## src/rtl/mem_arb_pkg.sv

```systemverilog
// Shared types and constants for the memory-port arbiter: FSM state
// encoding, requester identifiers and the memsize access-size encoding.
package mem_arb_pkg;

    // Arbiter FSM states; one memory transaction in flight at a time.
    typedef enum logic [1:0] {
        IDLE    = 2'd0,
        BUSY_IF = 2'd1,
        BUSY_D  = 2'd2,
        RESP    = 2'd3
    } arb_state_t;

    // Requester identifiers; the value doubles as a bit index into
    // per-requester gnt/rvalid vectors.
    typedef enum logic {
        REQ_IF = 1'b0,
        REQ_D  = 1'b1
    } req_id_t;

    // memsize encoding: bit 2 = unsigned, bits 1:0 = log2(bytes).
    localparam logic [2:0] MEM_SIZE_B  = 3'b000;
    localparam logic [2:0] MEM_SIZE_H  = 3'b001;
    localparam logic [2:0] MEM_SIZE_W  = 3'b010;
    localparam logic [2:0] MEM_SIZE_BU = 3'b100;
    localparam logic [2:0] MEM_SIZE_HU = 3'b101;

    // Bits needed to hold a counter that saturates at max_val (min 1).
    function automatic int cnt_width(input int max_val);
        int w;
        w = $clog2(max_val + 1);
        return (w < 1) ? 1 : w;
    endfunction

endpackage

```

## src/rtl/mem_port_arbiter_if.sv

```systemverilog
// Bus bundle between the fetch port, the data port, the shared memory
// and the arbiter. The arbiter connects through the slave modport; the
// surrounding core/memory environment uses the master modport.
interface mem_port_arbiter_if #(
    parameter int XLEN = 32
);
    // Fetch port
    logic            if_req;
    logic [XLEN-1:0] if_addr;
    logic            if_gnt;
    logic            if_rvalid;
    logic [XLEN-1:0] if_rdata;

    // Data port
    logic            d_req;
    logic            d_we;
    logic [2:0]      d_size;
    logic [XLEN-1:0] d_addr;
    logic [XLEN-1:0] d_wdata;
    logic            d_gnt;
    logic            d_rvalid;
    logic [XLEN-1:0] d_rdata;

    // Shared memory port
    logic            mem_req;
    logic            mem_we;
    logic [2:0]      mem_size;
    logic [XLEN-1:0] mem_addr;
    logic [XLEN-1:0] mem_wdata;
    logic            mem_ready;
    logic [XLEN-1:0] mem_rdata;

    modport slave (
        input  if_req, if_addr,
        input  d_req, d_we, d_size, d_addr, d_wdata,
        input  mem_ready, mem_rdata,
        output if_gnt, if_rvalid, if_rdata,
        output d_gnt, d_rvalid, d_rdata,
        output mem_req, mem_we, mem_size, mem_addr, mem_wdata
    );

    modport master (
        output if_req, if_addr,
        output d_req, d_we, d_size, d_addr, d_wdata,
        output mem_ready, mem_rdata,
        input  if_gnt, if_rvalid, if_rdata,
        input  d_gnt, d_rvalid, d_rdata,
        input  mem_req, mem_we, mem_size, mem_addr, mem_wdata
    );

endinterface

```

## src/rtl/mem_port_arbiter_pick.sv

```systemverilog
// arb_pick: purely combinational winner selection between the fetch and
// data requesters.
// Build option ARB_RR_EN: when defined, ties go to the requester that was
// not granted last; otherwise data has priority unless the fetch side has
// been starved for STARVE_MAX consecutive data grants.
module arb_pick
    import mem_arb_pkg::*;
#(
    parameter int STARVE_MAX = 4,
    parameter int CNT_W      = 3
) (
    input  logic             if_req,
    input  logic             d_req,
`ifdef ARB_RR_EN
    input  req_id_t          last_gnt,
`else
    input  logic [CNT_W-1:0] starve_cnt,
`endif
    output logic             valid,
    output req_id_t          winner
);

`ifndef ARB_RR_EN
    localparam logic [CNT_W-1:0] STARVE_LIM = CNT_W'(STARVE_MAX);
`endif

    // Choose a winner whenever at least one requester is asking.
    always_comb begin
        valid  = if_req | d_req;
        winner = REQ_IF;
`ifdef ARB_RR_EN
        if (if_req && d_req) begin
            // Tie: alternate away from whoever was served last.
            winner = (last_gnt == REQ_IF) ? REQ_D : REQ_IF;
        end else if (d_req) begin
            winner = REQ_D;
        end
`else
        if (d_req && !(if_req && (starve_cnt == STARVE_LIM))) begin
            winner = REQ_D;
        end
`endif
    end

endmodule

```

## src/rtl/mem_port_arbiter.sv

```systemverilog
// mem_port_arbiter: shares one memory port between an instruction-fetch
// requester and a data requester. One transaction is outstanding at a
// time: grant in IDLE, hold the registered request in BUSY_* until
// mem_ready, then return the registered read data in RESP.
// Build option ARB_RR_EN selects round-robin arbitration; the default
// build uses fixed data priority with a fetch starvation guard.
module mem_port_arbiter
    import mem_arb_pkg::*;
#(
    parameter int XLEN       = 32,
    parameter int STARVE_MAX = 4
) (
    input  logic              clk,
    input  logic              rst_n,
    input  logic              hlt,
    output logic              idle,
    mem_port_arbiter_if.slave bus
);

    arb_state_t      state_reg;
    arb_state_t      state_next;

    // Held low by reset and set on the first clock afterwards, so no grant
    // can appear combinationally while rst_n is asserted.
    logic            run_reg;

    req_id_t         last_gnt_reg;
    logic            mem_we_reg;
    logic [2:0]      mem_size_reg;
    logic [XLEN-1:0] mem_addr_reg;
    logic [XLEN-1:0] mem_wdata_reg;
    logic [XLEN-1:0] rdata_reg;

    logic            pick_valid;
    req_id_t         pick_id;
    logic            grant;
    logic            busy;
    logic [1:0]      gnt_vec;
    logic [1:0]      rvalid_vec;

    assign busy = (state_reg == BUSY_IF) || (state_reg == BUSY_D);

`ifdef ARB_RR_EN
    arb_pick #(
        .STARVE_MAX (STARVE_MAX),
        .CNT_W      (1)
    ) u_pick (
        .if_req   (bus.if_req),
        .d_req    (bus.d_req),
        .last_gnt (last_gnt_reg),
        .valid    (pick_valid),
        .winner   (pick_id)
    );
`else
    localparam int               CNT_W      = cnt_width(STARVE_MAX);
    localparam logic [CNT_W-1:0] STARVE_LIM = CNT_W'(STARVE_MAX);

    logic [CNT_W-1:0] starve_reg;

    arb_pick #(
        .STARVE_MAX (STARVE_MAX),
        .CNT_W      (CNT_W)
    ) u_pick (
        .if_req     (bus.if_req),
        .d_req      (bus.d_req),
        .starve_cnt (starve_reg),
        .valid      (pick_valid),
        .winner     (pick_id)
    );

    // Count data grants that bypassed a waiting fetch; any fetch grant or
    // a withdrawn fetch request resets the count.
    always_ff @(posedge clk or negedge rst_n) begin
        if (!rst_n) begin
            starve_reg <= '0;
        end else if (!bus.if_req || gnt_vec[REQ_IF]) begin
            starve_reg <= '0;
        end else if (gnt_vec[REQ_D] && (starve_reg != STARVE_LIM)) begin
            starve_reg <= starve_reg + CNT_W'(1);
        end
    end
`endif

    // Fan the single grant / response event out to per-requester pulses.
    for (genvar gi = 0; gi < 2; gi++) begin : g_port
        assign gnt_vec[gi]    = grant && (pick_id == req_id_t'(1'(gi)));
        assign rvalid_vec[gi] = (state_reg == RESP) &&
                                (last_gnt_reg == req_id_t'(1'(gi)));
    end

    // Next-state logic; grants are only ever issued from IDLE.
    always_comb begin
        state_next = state_reg;
        grant      = 1'b0;
        unique case (state_reg)
            IDLE: begin
                if (run_reg && !hlt && pick_valid) begin
                    grant      = 1'b1;
                    state_next = (pick_id == REQ_D) ? BUSY_D : BUSY_IF;
                end
            end
            BUSY_IF, BUSY_D: begin
                if (bus.mem_ready) begin
                    state_next = RESP;
                end
            end
            RESP: begin
                state_next = IDLE;
            end
            default: begin
                state_next = IDLE;
            end
        endcase
    end

    // State register; reset aborts any transaction immediately.
    always_ff @(posedge clk or negedge rst_n) begin
        if (!rst_n) begin
            state_reg <= IDLE;
            run_reg   <= 1'b0;
        end else begin
            state_reg <= state_next;
            run_reg   <= 1'b1;
        end
    end

    // Capture the winning requester's fields at grant time so the memory
    // sees stable values for the whole transaction.
    always_ff @(posedge clk or negedge rst_n) begin
        if (!rst_n) begin
            last_gnt_reg  <= REQ_IF;
            mem_we_reg    <= 1'b0;
            mem_size_reg  <= '0;
            mem_addr_reg  <= '0;
            mem_wdata_reg <= '0;
        end else if (grant) begin
            last_gnt_reg <= pick_id;
            if (pick_id == REQ_D) begin
                mem_we_reg    <= bus.d_we;
                mem_size_reg  <= bus.d_size;
                mem_addr_reg  <= bus.d_addr;
                mem_wdata_reg <= bus.d_wdata;
            end else begin
                mem_we_reg    <= 1'b0;
                mem_size_reg  <= MEM_SIZE_W;
                mem_addr_reg  <= bus.if_addr;
                mem_wdata_reg <= '0;
            end
        end
    end

    // Register the memory's read data on completion; stores return zero.
    // mem_ready is only honoured while a request is actually outstanding.
    always_ff @(posedge clk or negedge rst_n) begin
        if (!rst_n) begin
            rdata_reg <= '0;
        end else if (busy && bus.mem_ready) begin
            rdata_reg <= mem_we_reg ? '0 : bus.mem_rdata;
        end
    end

    assign bus.if_gnt    = gnt_vec[REQ_IF];
    assign bus.d_gnt     = gnt_vec[REQ_D];
    assign bus.if_rvalid = rvalid_vec[REQ_IF];
    assign bus.d_rvalid  = rvalid_vec[REQ_D];
    assign bus.if_rdata  = rdata_reg;
    assign bus.d_rdata   = rdata_reg;

    assign bus.mem_req   = busy;
    assign bus.mem_we    = mem_we_reg;
    assign bus.mem_size  = mem_size_reg;
    assign bus.mem_addr  = mem_addr_reg;
    assign bus.mem_wdata = mem_wdata_reg;

    assign idle = (state_reg == IDLE);

endmodule

```

## src/flat_wrapper.sv

```systemverilog
// flat-port wrapper written by rule: the top's interface ports become plain ports
module mem_port_arbiter_flat import mem_arb_pkg::*;
#(
    parameter int XLEN       = 32,
    parameter int STARVE_MAX = 4
)
  (clk, rst_n, hlt, idle, bus_if_req, bus_if_addr, bus_d_req, bus_d_we, bus_d_size, bus_d_addr, bus_d_wdata, bus_mem_ready, bus_mem_rdata, bus_if_gnt, bus_if_rvalid, bus_if_rdata, bus_d_gnt, bus_d_rvalid, bus_d_rdata, bus_mem_req, bus_mem_we, bus_mem_size, bus_mem_addr, bus_mem_wdata);
  mem_port_arbiter_if #(.XLEN(XLEN)) bus_i ();
  input  logic clk;
  input  logic rst_n;
  input  logic hlt;
  output logic idle;
  input wire logic [$bits(bus_i.if_req)-1:0] bus_if_req;
  input wire logic [$bits(bus_i.if_addr)-1:0] bus_if_addr;
  input wire logic [$bits(bus_i.d_req)-1:0] bus_d_req;
  input wire logic [$bits(bus_i.d_we)-1:0] bus_d_we;
  input wire logic [$bits(bus_i.d_size)-1:0] bus_d_size;
  input wire logic [$bits(bus_i.d_addr)-1:0] bus_d_addr;
  input wire logic [$bits(bus_i.d_wdata)-1:0] bus_d_wdata;
  input wire logic [$bits(bus_i.mem_ready)-1:0] bus_mem_ready;
  input wire logic [$bits(bus_i.mem_rdata)-1:0] bus_mem_rdata;
  output wire logic [$bits(bus_i.if_gnt)-1:0] bus_if_gnt;
  output wire logic [$bits(bus_i.if_rvalid)-1:0] bus_if_rvalid;
  output wire logic [$bits(bus_i.if_rdata)-1:0] bus_if_rdata;
  output wire logic [$bits(bus_i.d_gnt)-1:0] bus_d_gnt;
  output wire logic [$bits(bus_i.d_rvalid)-1:0] bus_d_rvalid;
  output wire logic [$bits(bus_i.d_rdata)-1:0] bus_d_rdata;
  output wire logic [$bits(bus_i.mem_req)-1:0] bus_mem_req;
  output wire logic [$bits(bus_i.mem_we)-1:0] bus_mem_we;
  output wire logic [$bits(bus_i.mem_size)-1:0] bus_mem_size;
  output wire logic [$bits(bus_i.mem_addr)-1:0] bus_mem_addr;
  output wire logic [$bits(bus_i.mem_wdata)-1:0] bus_mem_wdata;
  assign bus_i.if_req = bus_if_req;
  assign bus_i.if_addr = bus_if_addr;
  assign bus_i.d_req = bus_d_req;
  assign bus_i.d_we = bus_d_we;
  assign bus_i.d_size = bus_d_size;
  assign bus_i.d_addr = bus_d_addr;
  assign bus_i.d_wdata = bus_d_wdata;
  assign bus_i.mem_ready = bus_mem_ready;
  assign bus_i.mem_rdata = bus_mem_rdata;
  assign bus_if_gnt = bus_i.if_gnt;
  assign bus_if_rvalid = bus_i.if_rvalid;
  assign bus_if_rdata = bus_i.if_rdata;
  assign bus_d_gnt = bus_i.d_gnt;
  assign bus_d_rvalid = bus_i.d_rvalid;
  assign bus_d_rdata = bus_i.d_rdata;
  assign bus_mem_req = bus_i.mem_req;
  assign bus_mem_we = bus_i.mem_we;
  assign bus_mem_size = bus_i.mem_size;
  assign bus_mem_addr = bus_i.mem_addr;
  assign bus_mem_wdata = bus_i.mem_wdata;
  mem_port_arbiter #(.XLEN(XLEN), .STARVE_MAX(STARVE_MAX)) u_core (.clk(clk), .rst_n(rst_n), .hlt(hlt), .idle(idle), .bus(bus_i));
endmodule
```

## config.mk

```make
export PLATFORM = sky130hd
export DESIGN_NAME = mem_port_arbiter_flat
export DESIGN_NICKNAME = d
export VERILOG_FILES = /design/src/rtl/mem_arb_pkg.sv /design/src/rtl/mem_port_arbiter_if.sv /design/src/rtl/mem_port_arbiter_pick.sv /design/src/rtl/mem_port_arbiter.sv /design/src/flat_wrapper.sv
export SDC_FILE = /design/constraint.sdc
export NUM_CORES = 1
export LEC_CHECK = 0
export ABC_CLOCK_PERIOD_IN_PS = 1800
export CELL_PAD_IN_SITES_DETAIL_PLACEMENT = 1
export CELL_PAD_IN_SITES_GLOBAL_PLACEMENT = 1
export CORE_UTILIZATION = 29
export DETAILED_ROUTE_END_ITERATION = 16
export PLACE_DENSITY = 0.89
export SYNTH_ARGS = -nofsm -noshare
export SYNTH_HDL_FRONTEND = slang
export SYNTH_SLANG_ARGS = --single-unit
export TNS_END_PERCENT = 5
```

## constraint.sdc

```tcl
create_clock -name clk -period 1.8 [get_ports clk]
set_input_delay 0.36 -clock clk [delete_from_list [all_inputs] [get_ports clk]]
set_output_delay 0.36 -clock clk [all_outputs]
set_load 0.02 [all_outputs]
```

==> results of run 1 <==
-- worst paths after layout --
check	startpoint	endpoint	slack (ns)
max in group asynchronous	rst_n	u_core.bus.mem_wdata[3]$_DFFE_PN0N_	1.51
worst min-delay path	rst_n	u_core.bus.d_rdata[9]$_DFFE_PN0P_	-0.002
worst max register to register	u_core.state_reg[1]$_DFFE_PN0P_	u_core.starve_reg[1]$_DFFE_PN0P_	0.10
min in group clk	u_core.bus.mem_size[1]$_DFFE_PN0N_	u_core.bus.mem_size[1]$_DFFE_PN0N_	0.50
worst min register to register	u_core.bus.mem_size[1]$_DFFE_PN0N_	u_core.bus.mem_size[1]$_DFFE_PN0N_	0.50
worst max-delay path	hlt	bus_if_gnt	-0.04
-- where the power goes --
| group | leakage (nW) | internal (W) | total, W | switching [W] |
|---|---|---|---|---|
| combinational | 2.00 | 0.00395 | 0.00762 | 0.00367 |
| sequential | 1.33 | 0.00348 | 0.00425 | 0.000777 |
| clock | 0.155 | 0.00112 | 0.00212 | 0.000999 |
-- cell usage in the layout, fill, tap and decap left out, types with 9 or more instances in the layout --
| cell type | instances |
|---|---|
| a22o_1 | 35 |
| dfrtp_1 | 107 |
| o21ai_0 | 33 |
| nand2b_1 | 32 |
| buf_4 | 22 |
| clkbuf_16 | 9 |
| clkdlybuf4s50_1 | 266 |
| a21oi_2 | 31 |
| a2bb2oi_2 | 30 |
| nand2_1 | 66 |
-- area by class of cell --
| type | count | area share |
|---|---|---|
| clock inverter | 7 | 0.0105 |
| timing repair buffer | 304 | 0.367 |
| inverter | 5 | 0.00225 |
| sequential | 107 | 0.321 |
| clock buffer | 9 | 0.0270 |
| multi-input combinational | 264 | 0.238 |
| tap | 225 | 0.0338 |
-- routing by layer --
layer	GRT usage	share of wire	vias up
li1	-	-	1998
met1	0.210	0.40	2153
met2	0.323	0.51	162
met3	0.0385	0.054	31
met4	0.0712	0.029	0
met5	0	0	-
-- cells by family after synthesis --
kind of cell	synth area share
AND/OR/NAND/NOR	0.108
adder cells (fa/ha/maj)	0.00972
buffers and inverters	0.102
flip-flops	0.520
other	0.000728
AO/OA/AOI/OAI	0.260
-- worst register-to-register path, cell delays in order, from the launching register on --
cell and delay [ns]:
dfrtp_1 0.38, inv_1 0.09, ha_4 0.16, o211ai_4 0.11
buf_12 0.14, buf_4 0.15, buf_4 0.19, and3_1 0.19
a31o_1 0.18
-- timing repair --
item,CTS,global route
pin swaps,3,1
buffers inserted,3,0
resized for setup,25,7
hold buffers,0,0
setup endpoints to repair,26,30
-- through the flow --
stage / utilization / setup slack, ns / setup TNS [ns]
4_1_cts: 0.481 / -0.0627 / -0.110
6_report: 0.482 / -0.0439 / -0.0726
5_1_grt: 0.482 / -0.119 / -0.247
3_3_place_gp: 0.460 / -0.386 / -14.73
2_1_floorplan: - / 0.0483 / 0
3_5_place_dp: 0.460 / -0.407 / -19.13
==> impl_metrics.env, run 1 <==
export IMPL_max_freq_mhz=542
export IMPL_syn_nets=582
export IMPL_dieWidth_um=135
export IMPL_regArea_mm2=0.00268
export IMPL_synth_edf_count=0
export IMPL_cp_max_fo=2
export IMPL_slew_viol_final=0
export IMPL_die_area_mm2=0.0183
export IMPL_setup_viol=2
export IMPL_cts_sinks=107
export IMPL_rsz0062_at_grt="yes"
export IMPL_area_delta_synth_final_pct=61.9
export IMPL_grt_usage=0.181
export IMPL_drive_gt1_frac=0.182
export IMPL_finalCritPeriodShare=1.02
export IMPL_initial_utilization=0.298
export IMPL_multi_input_area_mm2=0.00199
export IMPL_final_area_mm2=0.00834
export IMPL_critPathSlowestCell="clkdlybuf4s50_1"
export IMPL_pin_count=276
export IMPL_cts_tree="done"
export IMPL_grt_start_max_net_pins=65
export IMPL_period_minus_slack_ns=1.84
export IMPL_yosysTopAreaCell="dfrtp_1"
export IMPL_drtIter0Drc=106
export IMPL_dr_total_vias=4344
export IMPL_cp_start_kind="primary input"
export IMPL_grt_pass1_wl_mm=25.6
export IMPL_yosysMostFrequentCell="dfrtp_1"
export IMPL_avgSynthCellArea_um2=11.7
export IMPL_dr_pass1_iters=4
export IMPL_grt_remaining_overflow=0
export IMPL_cts_buffers=9
export IMPL_fillers=1866
export IMPL_violations="negative hold slack, negative setup slack"
export IMPL_synth_seq_cells=107
export IMPL_num_rows=48
export IMPL_grt_pass1_vias=4704
export IMPL_routed_wl_mm=16.4
export IMPL_dp_cells=902
export IMPL_ir_worst_vdd_mv=0.752
export IMPL_seq_area_frac_synth=0.520
export IMPL_yosys_top_cells_count="dfrtp_1, nand2_1, a22o_1"
export IMPL_synthArstFlopShare=1.00
export IMPL_cp_cell_sequence="clkdlybuf4s50_1 -> and2b_2 -> o211ai_4 -> buf_12 -> nor2_4 -> buf_6"
export IMPL_cts_buffer_depth=2
export IMPL_status="complete, but fails checks"
export IMPL_diodes=0
export IMPL_syn_area_mm2=0.00515
export IMPL_drv_cap=0
export IMPL_timing_critical_path_to_type="output pin"
export IMPL_port_buffers=275
export IMPL_ys_warn_count=0
export IMPL_clk_pin_slew_ns=0.07
export IMPL_via_per_inst=4.72
export IMPL_wl_per_cell_um=17.8
export IMPL_grt_antenna_before_repair=0
export IMPL_coreArea_mm2=0.0173
export IMPL_synth_area_top_cells="dfrtp_1, a2bb2oi_2, a22o_1, a21oi_2, nand2_1"
export IMPL_synth_top_area_share=0.520
export IMPL_dpl_cell_area_mm2=0.00795
export IMPL_finalHoldWorstSlack_ns=-0.00223
export IMPL_p_per_area_mw_per_mm2=1680
export IMPL_layoutNonFillerInstCount=921
export IMPL_cp_arrival_ns=1.48
export IMPL_critical_path_class="primary input to output pin"
export IMPL_critPathTopFamily="buffers and inverters"
export IMPL_cp_slowest_stage_delay_ns=0.39
export IMPL_leakagePower_nw=3.48
export IMPL_cts_root_buffer="clkbuf_16"
export IMPL_synth_cells=440
export IMPL_die_h_um=135
export IMPL_place_congestion=0.748
export IMPL_synth_cell_type_count=36
export IMPL_cp_required_ns=1.44
export IMPL_skew_ns=0.0105
export IMPL_setup_ws_ns=-0.0439
export IMPL_dp_hpwl_mm=12.4
export IMPL_ant_nets=0
export IMPL_drc=0
export IMPL_crit_cells=6
export IMPL_hold_path_class="primary input to asynchronous set/reset pin"
export IMPL_insertion_delay_ns=0.35
export IMPL_finalHoldViolations=1
export IMPL_cp_num_buf_inv=3
export IMPL_fin_nets=833
export IMPL_htreeDepth=3
export IMPL_r2r_cells=8
export IMPL_synth_flop_cell="dfrtp_1"
export IMPL_total_power_w=0.0140
No activity file was read; power rests on OpenSTA's default activity.
==> run 2: changes to the inputs <==
--- a/config.mk
+++ b/config.mk
@@ -8,8 +8,10 @@
 export ABC_CLOCK_PERIOD_IN_PS = 1800
 export CELL_PAD_IN_SITES_DETAIL_PLACEMENT = 1
 export CELL_PAD_IN_SITES_GLOBAL_PLACEMENT = 1
+export CORE_ASPECT_RATIO = 1.1
 export CORE_UTILIZATION = 29
 export DETAILED_ROUTE_END_ITERATION = 16
+export GPL_ROUTABILITY_DRIVEN = 0
 export PLACE_DENSITY = 0.89
 export SYNTH_ARGS = -nofsm -noshare
 export SYNTH_HDL_FRONTEND = slang
==> impl_metrics.env, run 2 (synthesized netlist as in run 1, its figures left out) <==
export IMPL_status="complete, but fails checks"
export IMPL_violations="negative setup slack"
export IMPL_grt_pass1_wl_mm=26.2
export IMPL_cp_required_ns=1.44
export IMPL_timing_critical_path_to_type="output pin"
export IMPL_via_per_inst=4.69
export IMPL_initial_utilization=0.299
export IMPL_grt_pass1_vias=4851
export IMPL_die_h_um=142
export IMPL_insertion_delay_ns=0.35
export IMPL_reg2reg_from="u_core.starve_reg[1]$_DFFE_PN0P_"
export IMPL_slew_viol_final=0
export IMPL_dr_pass1_iters=4
export IMPL_dr_total_vias=4371
export IMPL_ir_worst_vdd_mv=0.748
export IMPL_routed_wl_mm=17.1
export IMPL_num_rows=50
export IMPL_final_cell_mix="clkdlybuf4s50_1, dfrtp_1, nand2_1"
export IMPL_area_delta_synth_final_pct=62.0
export IMPL_period_minus_slack_ns=1.85
export IMPL_r2r_cells=9
export IMPL_regArea_mm2=0.00268
export IMPL_cp_max_fo=2
export IMPL_top_layer="met4"
export IMPL_cts_tree="done"
export IMPL_cts_buffers=9
export IMPL_fillers=1805
export IMPL_drv_cap=0
export IMPL_wl_per_cell_um=18.3
export IMPL_hold_path_class="primary input to asynchronous set/reset pin"
export IMPL_cp_start_kind="primary input"
export IMPL_pin_count=276
export IMPL_port_buffers=275
export IMPL_drive_gt1_frac=0.181
export IMPL_clk_pin_slew_ns=0.07
export IMPL_skew_ns=0.0131
export IMPL_reg2reg_slack_ns=0.07
export IMPL_ant_nets=0
export IMPL_setup_viol=1
export IMPL_max_freq_mhz=540
export IMPL_finalHoldViolations=0
export IMPL_cts_root_buffer="clkbuf_16"
export IMPL_met1Wirelength_mm=6.68
export IMPL_drc=0
export IMPL_grt_usage=0.186
export IMPL_dieWidth_um=129
export IMPL_pre_cts_ws_ns=-0.429
export IMPL_multi_input_area_mm2=0.00199
export IMPL_cts_buffer_depth=2
export IMPL_setup_ws_ns=-0.0508
export IMPL_htreeDepth=3
export IMPL_cts_sinks=107
export IMPL_leakagePower_nw=3.50
export IMPL_p_per_area_mw_per_mm2=1670
export IMPL_fin_nets=834
export IMPL_layout_commonest_cell="clkdlybuf4s50_1"
export IMPL_dp_hpwl_mm=13.0
export IMPL_coreArea_mm2=0.0172
export IMPL_timing_rr_end="u_core.bus.mem_addr[15]$_DFFE_PN0N_"
export IMPL_route_met3_wl_mm=1.06
export IMPL_die_area_mm2=0.0183
export IMPL_finalCritPeriodShare=1.03
export IMPL_grt_start_max_net_pins=65
export IMPL_final_core_util=0.485
export IMPL_met2_length_mm=8.91
export IMPL_cp_arrival_ns=1.49
export IMPL_critical_path_class="primary input to output pin"
export IMPL_diodes=0
export IMPL_drtIter0Drc=98
export IMPL_rsz0062_at_grt="yes"
export IMPL_grt_antenna_before_repair=0
export IMPL_grt_remaining_overflow=0
==> run 2: cell types whose count changed in the layout (fill, tap and decap cells not counted), moves of 2 or more <==
cell             change
clkdlybuf4s50_1      -3
inv_6                -3
clkbuf_8             +2
clkinvlp_4           +2
dlymetal6s2s_1       +2
inv_8                -2
==> run 2: how the worst max path moves through the flow <==
stage	startpoint	end	depth (start not counted)
floorplan	u_core.starve_reg[0]$_DFFE_PN0P_	bus_if_gnt	7
global placement	bus_if_req	bus_d_gnt	5
detailed placement	bus_if_req	u_core.bus.mem_addr[26]$_DFFE_PN0N_	6
CTS	u_core.starve_reg[1]$_DFFE_PN0P_	bus_if_gnt	6
global route	u_core.starve_reg[1]$_DFFE_PN0P_	bus_if_gnt	6
finish	hlt	bus_if_gnt	6
==> run 2: layout make-up <==
cell class / count / area share
Clock buffer: 11 / 0.0303
Clock inverter: 5 / 0.00705
Inverter: 5 / 0.00225
Multi-Input combinational cell: 264 / 0.239
Sequential cell: 107 / 0.321
Tap cell: 234 / 0.0351
Timing Repair Buffer: 305 / 0.366
==> run 2: timing repair <==
action | CTS | global route
resized for setup | 27 | 10
endpoints found under the hold margin | 16 | 0
gates cloned | 0 | 0
hold buffers | 1 | 0
setup endpoints to repair | 62 | 14
pin swaps | 2 | 3
setup buffers | 3 | 1
==> run 2: routing by layer <==
metal / GRT usage / up-vias
li1: - / 1998
met1: 0.209 / 2173
met2: 0.339 / 171
met3: 0.0456 / 29
met4: 0.0693 / 0
met5: 0 / -
==> run 2: per-stage QoR <==
stage               TNS, ns  cell area (um^2)  total power (W)  hold WS (ns)  instances
floorplan                 0              5150          0.00842        0.0644        440
global route         -0.101              8340           0.0147         0.454        931
finish              -0.0508              8340           0.0139         0.444        931
CTS                 -0.0772              8310           0.0141         0.443        930
global placement     -18.94              7940           0.0116         0.266        910
detailed placement   -25.57              7940           0.0119         0.269        910
==> run 2: report_power, final <==
group	switching [W]	internal (W)
clock network	0.000928	0.00116
registers	0.000793	0.00348
logic	0.00367	0.00391
total	0.00539	0.00854
==> run 2: critical path, stage by stage <==
cell,delay (ns)
clkdlybuf4s50_1,0.39
and2b_2,0.25
o211ai_4,0.10
buf_12,0.15
nor2_4,0.10
buf_6,0.13
==> run 3: changes to the inputs <==
--- a/config.mk
+++ b/config.mk
@@ -9,10 +9,11 @@
 export CELL_PAD_IN_SITES_DETAIL_PLACEMENT = 1
 export CELL_PAD_IN_SITES_GLOBAL_PLACEMENT = 1
 export CORE_ASPECT_RATIO = 1.1
-export CORE_UTILIZATION = 29
+export CORE_UTILIZATION = 30
+export CTS_BUF_LIST = sky130_fd_sc_hd__clkbuf_8
 export DETAILED_ROUTE_END_ITERATION = 16
 export GPL_ROUTABILITY_DRIVEN = 0
-export PLACE_DENSITY = 0.89
+export PLACE_DENSITY = 0.92
 export SYNTH_ARGS = -nofsm -noshare
 export SYNTH_HDL_FRONTEND = slang
 export SYNTH_SLANG_ARGS = --single-unit
==> impl_metrics.env, run 3 (synthesized netlist as in run 1, its figures left out) <==
export IMPL_finalCritPeriodShare=1.06
export IMPL_grt_antenna_before_repair=0
export IMPL_coreArea_mm2=0.0166
export IMPL_period_minus_slack_ns=1.90
export IMPL_routed_wl_mm=17.3
export IMPL_via_per_inst=4.84
export IMPL_rsz0062_at_grt="yes"
export IMPL_drv_cap=0
export IMPL_fin_nets=833
export IMPL_setup_ws_ns=-0.0996
export IMPL_dr_pass1_iters=4
export IMPL_ir_worst_vdd_mv=0.637
export IMPL_wl_per_cell_um=19.2
export IMPL_pin_count=276
export IMPL_max_freq_mhz=526
export IMPL_max_slew_worst_pin_slew_ns=0.556
export IMPL_cp_cell_sequence="inv_2 -> ha_4 -> nand3_4 -> and2_4 -> nor2_4 -> buf_6"
export IMPL_initial_utilization=0.311
export IMPL_layout_commonest_cell="clkdlybuf4s50_1"
export IMPL_grt_remaining_overflow=0
export IMPL_drtIter0Drc=77
export IMPL_diodes=0
export IMPL_skew_ns=0.0101
export IMPL_cp_max_fo=2
export IMPL_insertion_delay_ns=0.39
export IMPL_cp_arrival_ns=1.54
export IMPL_critPathSlowestCell="dfrtp_1"
export IMPL_cts_root_buffer="clkbuf_8"
export IMPL_final_cell_mix="clkdlybuf4s50_1, dfrtp_1, nand2_1"
export IMPL_grt_pass1_wl_mm=27.0
export IMPL_slew_viol_final=0
export IMPL_num_rows=49
export IMPL_critical_path_class="register to output pin"
export IMPL_leakagePower_nw=3.86
export IMPL_cp_required_ns=1.44
export IMPL_die_area_mm2=0.0177
export IMPL_timing_critical_path_to_type="output pin"
export IMPL_violations="negative setup slack"
export IMPL_pre_cts_ws_ns=-0.466
export IMPL_htreeDepth=3
export IMPL_setup_viol=3
export IMPL_cts_tree="done"
export IMPL_cts_sinks=107
export IMPL_p_per_area_mw_per_mm2=1610
export IMPL_area_delta_synth_final_pct=60.4
export IMPL_grt_pass1_vias=4920
export IMPL_reg2reg_slack_ns=0.05
export IMPL_drc=0
export IMPL_grt_usage=0.199
export IMPL_slew_headroom=0.629
export IMPL_finalHoldViolations=0
export IMPL_cp_start_kind="register"
export IMPL_final_core_util=0.499
export IMPL_dieWidth_um=127
export IMPL_die_h_um=139
export IMPL_cts_buffers=9
export IMPL_cts_buffer_depth=2
export IMPL_clk_pin_slew_ns=0.11
export IMPL_drive_gt1_frac=0.185
export IMPL_dr_total_vias=4358
export IMPL_cp_slowest_stage_delay_ns=0.41
export IMPL_port_buffers=275
export IMPL_grt_start_max_net_pins=65
export IMPL_ant_nets=0
export IMPL_status="complete, but fails checks"
export IMPL_fillers=1774
export IMPL_total_power_w=0.0133
export IMPL_dp_hpwl_mm=13.1
export IMPL_hold_path_class="primary input to asynchronous set/reset pin"
[run 3: cell count changes in the layout (fill, tap and decap cells not counted), moves of 7 or more]
| cell | before | now |
|---|---|---|
| clkbuf_8 | 2 | 9 |
| clkdlybuf4s50_1 | 263 | 203 |
| dlygate4sd2_1 | 2 | 33 |
| dlymetal6s2s_1 | 3 | 32 |
| clkbuf_16 | 9 | 0 |
[run 3: critical path, delay by kind of cell, from the launching register on]
family / cells / cell delay [ns]
DFF: 1 / 0.41
and+or+nand+nor: 3 / 0.36
buffers and inverters: 2 / 0.22
adders and majority gates: 1 / 0.16
[run 3: cell type report]
class	instances	area, um^2	area share
clock buffer	9	124	0.0150
clock inverter	7	106	0.0129
inverter	5	18.8	0.00227
multi-input combinational	264	2000	0.242
sequential	107	2680	0.324
tap	204	255	0.0309
timing repair buffer	304	3080	0.373
[run 3: path summary, 6_finish.rpt]
| check | to | startpoint | depth (start not counted) |
|---|---|---|---|
| max | bus_if_gnt | u_core.starve_reg[1]$_DFFE_PN0P_ | 6 |
| min | u_core.bus.d_rdata[6]$_DFFE_PN0P_ | rst_n | 2 |
| max reg2reg | u_core.starve_reg[1]$_DFFE_PN0P_ | u_core.state_reg[0]$_DFFE_PN0P_ | 7 |
| min reg2reg | u_core.bus.mem_size[1]$_DFFE_PN0N_ | u_core.bus.mem_size[1]$_DFFE_PN0N_ | 2 |
| max in group asynchronous | u_core.bus.mem_addr[5]$_DFFE_PN0N_ | rst_n | 3 |
| min in group clk | u_core.bus.mem_size[1]$_DFFE_PN0N_ | u_core.bus.mem_size[1]$_DFFE_PN0N_ | 2 |
[run 3: what timing repair did]
item,CTS,global route
hold buffers,1,0
buffers inserted,2,0
setup endpoints to repair,44,46
hold endpoints to repair,31,0
pin swaps,5,0
gates resized for setup,68,34
[run 3: power by group]
group | switching, W | internal [W] | leakage, nW
Sequential | 0.000758 | 0.00347 | 1.33
Combinational | 0.00373 | 0.00364 | 2.42
Clock | 0.000916 | 0.000811 | 0.117
Total | 0.00540 | 0.00792 | 3.86
[run 3: per-layer routing]
metal	up-vias	track usage	routed length (um)
met5	-	0	0
met4	0	0.0965	591
met3	37	0.0361	922
met2	176	0.373	9370
met1	2155	0.212	6420
li1	1990	-	-
[run 3: per-stage QoR]
step / hold slack, ns / TNS, ns / std cells / cell area (um^2)
floorplan: 0.0644 / 0 / 440 / 5150
global placement: 0.386 / -16.72 / 881 / 7930
detailed placement: 0.387 / -24.19 / 881 / 7930
CTS: 0.491 / -0.165 / 900 / 8180
global route: 0.522 / -0.558 / 900 / 8260
finish: 0.484 / -0.163 / 900 / 8260
